[src/rtl/piso_pkg.sv]
// Shared types and constants for the parallel-in/serial-out transmitter.
package piso_pkg;

  typedef enum logic {
    IDLE  = 1'b0,
    SHIFT = 1'b1
  } state_t;

  localparam logic IDLE_LVL = 1'b1;

  // Bit-counter width: max(1, clog2(n)).
  function automatic int cnt_w(input int n);
    return (n <= 2) ? 1 : $clog2(n);
  endfunction

endpackage

[src/rtl/piso_cnt.sv]
// Loadable down-counter that saturates at zero; clear beats load beats decrement.
module piso_cnt #(
  parameter int W = 3
) (
  input  logic         clk,
  input  logic         rst,
  input  logic         clr,
  input  logic         ld,
  input  logic         dec,
  input  logic [W-1:0] ld_val,
  output logic [W-1:0] cnt,
  output logic         zero
);

  assign zero = (cnt == '0);

  // NOTE: sequential state is always assigned with <= so every flop samples
  // the pre-edge values of its neighbours, independent of block ordering.
  always_ff @(posedge clk or negedge rst) begin
    if (!rst)             cnt <= '0;
    else if (clr)         cnt <= '0;
    else if (ld)          cnt <= ld_val;
    else if (dec && !zero) cnt <= cnt - 1'b1;
  end

endmodule

[src/rtl/piso_tx.sv]
// Parallel-in/serial-out transmitter: loads an N-bit word and shifts it out one
// bit per cycle, allowing a new load on the last-bit cycle for gapless streams.
module piso_tx
  import piso_pkg::*;
#(
  parameter int N         = 8,
  parameter int MSB_FIRST = 1
) (
  input  logic         clk,
  input  logic         rst,
  input  logic         pst,
  input  logic         en,
  input  logic [N-1:0] d,
  output logic         rdy,
  output logic         sout,
  output logic         sval,
  output logic         done
);

  localparam int CW = cnt_w(N);

  state_t        state, state_nxt;
  logic [N-1:0]  sr;
  logic [CW-1:0] cnt;
  logic          zero;
  logic          last;
  logic          can_load;
  logic          load;
  logic          head;

  assign last     = (state == SHIFT) && (cnt == '0);
  assign can_load = (state == IDLE) || last;
  assign load     = en && can_load && !pst;
  assign head     = (MSB_FIRST != 0) ? sr[N-1] : sr[0];

  piso_cnt #(.W(CW)) u_cnt (
    .clk    (clk),
    .rst    (rst),
    .clr    (pst),
    .ld     (load),
    .dec    ((state == SHIFT) && !zero),
    .ld_val (CW'(N - 1)),
    .cnt    (cnt),
    .zero   (zero)
  );

  always_ff @(posedge clk or negedge rst) begin
    if (!rst) state <= IDLE;
    else      state <= state_nxt;
  end

  // NOTE: every always_comb output gets a default before any branch; a path
  // that leaves a signal unassigned would otherwise infer a latch.
  always_comb begin
    state_nxt = state;
    if (pst) begin
      state_nxt = IDLE;
    end else begin
      case (state)
        IDLE:    if (load) state_nxt = SHIFT;
        SHIFT:   if (last) state_nxt = load ? SHIFT : IDLE;
        default: state_nxt = IDLE;
      endcase
    end
  end

  // Outputs depend only on registered state, so en and d never reach a pin
  // combinationally.
  always_comb begin
    rdy  = 1'b1;
    sval = 1'b0;
    sout = IDLE_LVL;
    done = 1'b0;
    if (state == SHIFT) begin
      rdy  = last;
      sval = 1'b1;
      sout = head;
      done = last;
    end
  end

  // Zero fill on shift is harmless: the vacated bits are never presented.
  always_ff @(posedge clk or negedge rst) begin
    if (!rst)                 sr <= '0;
    else if (pst)             sr <= '1;
    else if (load)            sr <= d;
    else if (state == SHIFT)  sr <= (MSB_FIRST != 0) ? (sr << 1) : (sr >> 1);
  end

endmodule

[config.mk]
export PLATFORM = sky130hd
export DESIGN_NAME = piso_tx
export DESIGN_NICKNAME = d
export VERILOG_FILES = /design/src/rtl/piso_pkg.sv /design/src/rtl/piso_cnt.sv /design/src/rtl/piso_tx.sv
export SDC_FILE = /design/constraint.sdc
export NUM_CORES = 1
export LEC_CHECK = 0
export BUFFER_PORTS_ARGS = -buffer_cell sky130_fd_sc_hd__buf_2
export CORE_UTILIZATION = 44
export DETAILED_ROUTE_END_ITERATION = 10
export GPL_TIMING_DRIVEN = 0
export HOLD_SLACK_MARGIN = 0.1
export PLACE_DENSITY_LB_ADDON = 0.1
export SLEW_MARGIN = 10
export SYNTH_ARGS = -nofsm -noshare
export SYNTH_HDL_FRONTEND = slang
export SYNTH_SLANG_ARGS = --single-unit
[constraint.sdc]
create_clock -name clk -period 1.5 [get_ports clk]
set_clock_uncertainty 0.1 [all_clocks]
set_input_delay 0.075 -clock clk [delete_from_list [all_inputs] [get_ports clk]]
set_output_delay 0.075 -clock clk [all_outputs]
set_load 0.01 [all_outputs]
==> flow_metrics.env <==
export IMPL_route_detailed_wl_per_inst_um=13.4
export IMPL_remaining_drc_errors=0
export IMPL_drv_max_cap_violation_count=0
export IMPL_final_period_utilization_pct=97.2
export IMPL_synth_seq_area_share_pct=47.2
export IMPL_floorplan_rows=13
export IMPL_synth_top_cell_by_area="sky130_fd_sc_hd__dfrtp_1"
export IMPL_numCtsBuffers=3
export IMPL_worstRegToRegCells=6
export IMPL_count_of_routing_violations_after_the_opening_detailed_route_iteration=6
export IMPL_reg2reg_from="u_cnt.cnt[0]$_DFFE_PN0P_"
export IMPL_final_net_count=106
export IMPL_design_portCount=16
export IMPL_grt_antenna_before_repair=0
export IMPL_start_kind="register"
export IMPL_grt_max_degree=13
export IMPL_timing_worst_setup_path_type="reg -> reg"
export IMPL_status="finished, final reports clean"
export IMPL_synth_enable_flop_cells=0
export IMPL_syn_nets=72
export IMPL_dr_total_vias=560
export IMPL_antenna_violating_nets_post_route=0
export IMPL_period_minus_slack_ps=1460
export IMPL_design_core_area_mm2=0.00132
export IMPL_cp_end_kind="register"
export IMPL_yosys_cell_count_top_type="sky130_fd_sc_hd__dfrtp_1"
export IMPL_first_pass_iters=4
export IMPL_post_synthesis_cell_area_um2=636
export IMPL_worstReg2RegEnd="sr[0]$_DFFE_PN0P_"
export IMPL_final_worst_slack_ps=42.3
export IMPL_register_bit_count_reported_by_yosys=12
export IMPL_critical_path_arrival_ps=1510
export IMPL_path_max_fanout=8
export IMPL_slack_of_the_worst_reg_to_reg_path_ps=40
export IMPL_place_port_buffers=14
export IMPL_grt_overflow_total=0
export IMPL_async_reset_ff_share_pct=100
export IMPL_die_x_um=40.0
export IMPL_report_final_slew_viol_count=0
export IMPL_power_density_mw_per_mm2=932
export IMPL_cts_path_max_buffers=2
export IMPL_max_vdd_ir_drop_uv=632
export IMPL_grt_usage_pct=20.9
export IMPL_netlist_instances=58
export IMPL_synth_area_per_cell_um2=11.0
export IMPL_avgViaCountPerCell=5.28
export IMPL_root_buffer_cell="sky130_fd_sc_hd__clkbuf_4"
export IMPL_critical_path_required_ps=1550
export IMPL_p_leak_nw=0.418
export IMPL_initial_core_util_pct=48.2
export IMPL_netlist_top_cells_area="sky130_fd_sc_hd__dfrtp_1, sky130_fd_sc_hd__a221oi_1, sky130_fd_sc_hd__mux2i_1"
export IMPL_synth_distinct_cells=19
export IMPL_yosys_most_used_dff="sky130_fd_sc_hd__dfrtp_1"
export IMPL_timing_hold_worst_class="in -> async"
export IMPL_setup_violations_final=0
export IMPL_slew_limit_headroom_pct=74.2
export IMPL_timing_final_hold_violations=0
export IMPL_clock_sinks=12
export IMPL_antenna_cells=0
export IMPL_cts_max_level=1
export IMPL_max_slew_worst_pin_slew_ps=388
export IMPL_layout_area_overhead_vs_synth_pct=45.7
export IMPL_clock_fmax_mhz=686
export IMPL_clk_latency_ps=260
export IMPL_final_fill_count=115
export IMPL_die_area_mm2=0.00160
export IMPL_dp_final_hpwl_um=871
export IMPL_clock_tree_from_tritoncts="done"
export IMPL_grt_pass1_vias=516
export IMPL_ys_warn_count=0
export IMPL_totalWireLength_um=1420
export IMPL_chipHeight_um=40.0
export IMPL_clk_pin_slew_ps=80
export IMPL_grt_pass1_wl_um=2170
export IMPL_place_congestion=0.658
export IMPL_synth_cells_most_frequent="sky130_fd_sc_hd__dfrtp_1, sky130_fd_sc_hd__nor2_1, sky130_fd_sc_hd__a221oi_1, sky130_fd_sc_hd__mux2i_1, sky130_fd_sc_hd__inv_1"
export IMPL_unrepaired_setup_endpoints_after_global_routing="yes"
export IMPL_layout_drive_gt1_share_pct=39.6
export IMPL_totalPowerFinal_mw=0.863
export IMPL_yosys_area_top_type_share_pct=47.2
export IMPL_preCtsSetupSlack_ps=-35.8
[final cells by class]
cell class	instances	area (um2)	share of cell area, %
Clock buffer	4	36.3	3.92
Timing Repair Buffer	29	214	23.1
Buffer	4	27.5	2.97
Multi-Input combinational cell	38	313	33.8
Inverter	4	15.0	1.62
Sequential cell	12	302	32.6
Tap cell	15	18.8	2.03
[where the power goes]
| part | switching [mW] | internal (mW) | total (mW) |
|---|---|---|---|
| Sequential | 0.0244 | 0.358 | 0.383 |
| Clock | 0.106 | 0.147 | 0.253 |
| Combinational | 0.100 | 0.127 | 0.227 |
[logic make-up after synthesis]
| family | Yosys count | synth area share, % |
|---|---|---|
| AO/OA/AOI/OAI | 15 | 19.7 |
| XOR/XNOR | 1 | 1.38 |
| adder cells (fa/ha/maj) | 2 | 3.94 |
| buffers and inverters | 8 | 6.30 |
| flip-flops | 12 | 47.2 |
| multiplexers | 7 | 11.0 |
| AND/OR/NAND/NOR | 13 | 10.4 |
[how the worst max path moves through the flow]
| stage | startpoint | to | depth (start not counted) |
|---|---|---|---|
| after floorplan | u_cnt.cnt[0]$_DFFE_PN0P_ | sr[0]$_DFFE_PN0P_ | 6 |
| after global placement | u_cnt.cnt[0]$_DFFE_PN0P_ | sr[0]$_DFFE_PN0P_ | 6 |
| after detailed placement | u_cnt.cnt[0]$_DFFE_PN0P_ | sr[0]$_DFFE_PN0P_ | 6 |
| after CTS | state$_DFF_PN0_ | done | 3 |
| after global routing | u_cnt.cnt[0]$_DFFE_PN0P_ | u_cnt.cnt[2]$_DFFE_PN0P_ | 6 |
| final | u_cnt.cnt[0]$_DFFE_PN0P_ | sr[0]$_DFFE_PN0P_ | 6 |
[flip-flops by register name, indices dropped and copies added, names as in the netlist]
register,flops
sr,8
state,1
u_cnt.cnt,3
[critical path, stage by stage (launching register included)]
cell                       delay (ps)
sky130_fd_sc_hd__dfrtp_1          370
sky130_fd_sc_hd__inv_2             60
sky130_fd_sc_hd__ha_4             160
sky130_fd_sc_hd__nand2b_4          90
sky130_fd_sc_hd__a21boi_2          60
sky130_fd_sc_hd__buf_6            150
sky130_fd_sc_hd__a221o_1          350
[layout by cell type (no fill, tap or decap), drive strengths merged]
cell,count
nor2,9
dlygate4sd3,10
buf,21
ha,2
a21oi,2
clkbuf,6
nand2b,2
and3,1
a211oi,2
a21boi,1
mux2i,7
inv,4
dfrtp,12
and2,1
a221o,1
a31o,1
a221oi,8
xnor2,1
[repair_timing]
| action | in CTS | in global routing |
|---|---|---|
| endpoints found under the hold margin | 22 | 0 |
| resized for setup | 5 | 5 |
| hold buffers | 10 | 0 |
| gates cloned | 0 | 0 |
| pin swaps | 1 | 1 |
| setup buffers | 2 | 3 |
| endpoints found under the setup margin | 2 | 9 |
[metal layers]
| metal | part of all wire (%) | GRT usage, % |
|---|---|---|
| met1 | 47 | 26.1 |
| met2 | 49 | 34.7 |
| met3 | 2.7 | 5.00 |
| met4 | 0.35 | 7.76 |
| met5 | 0 | 0 |
[through the flow]
| step | std cells | area (um2) | setup TNS [ps] | hold slack (ps) | utilization [%] |
|---|---|---|---|---|---|
| 3_3_place_gp | 87 | 724 | 0 | -130 | 55.0 |
| 3_5_place_dp | 87 | 724 | -35.8 | -129 | 55.0 |
| 2_1_floorplan | 58 | 636 | 0 | -321 | - |
| 5_1_grt | 106 | 926 | -6.61 | 156 | 70.3 |
| 6_report | 106 | 926 | 0 | 119 | 70.3 |
| 4_1_cts | 103 | 891 | 0 | 109 | 67.6 |
(Power assumes the default switching activity.)
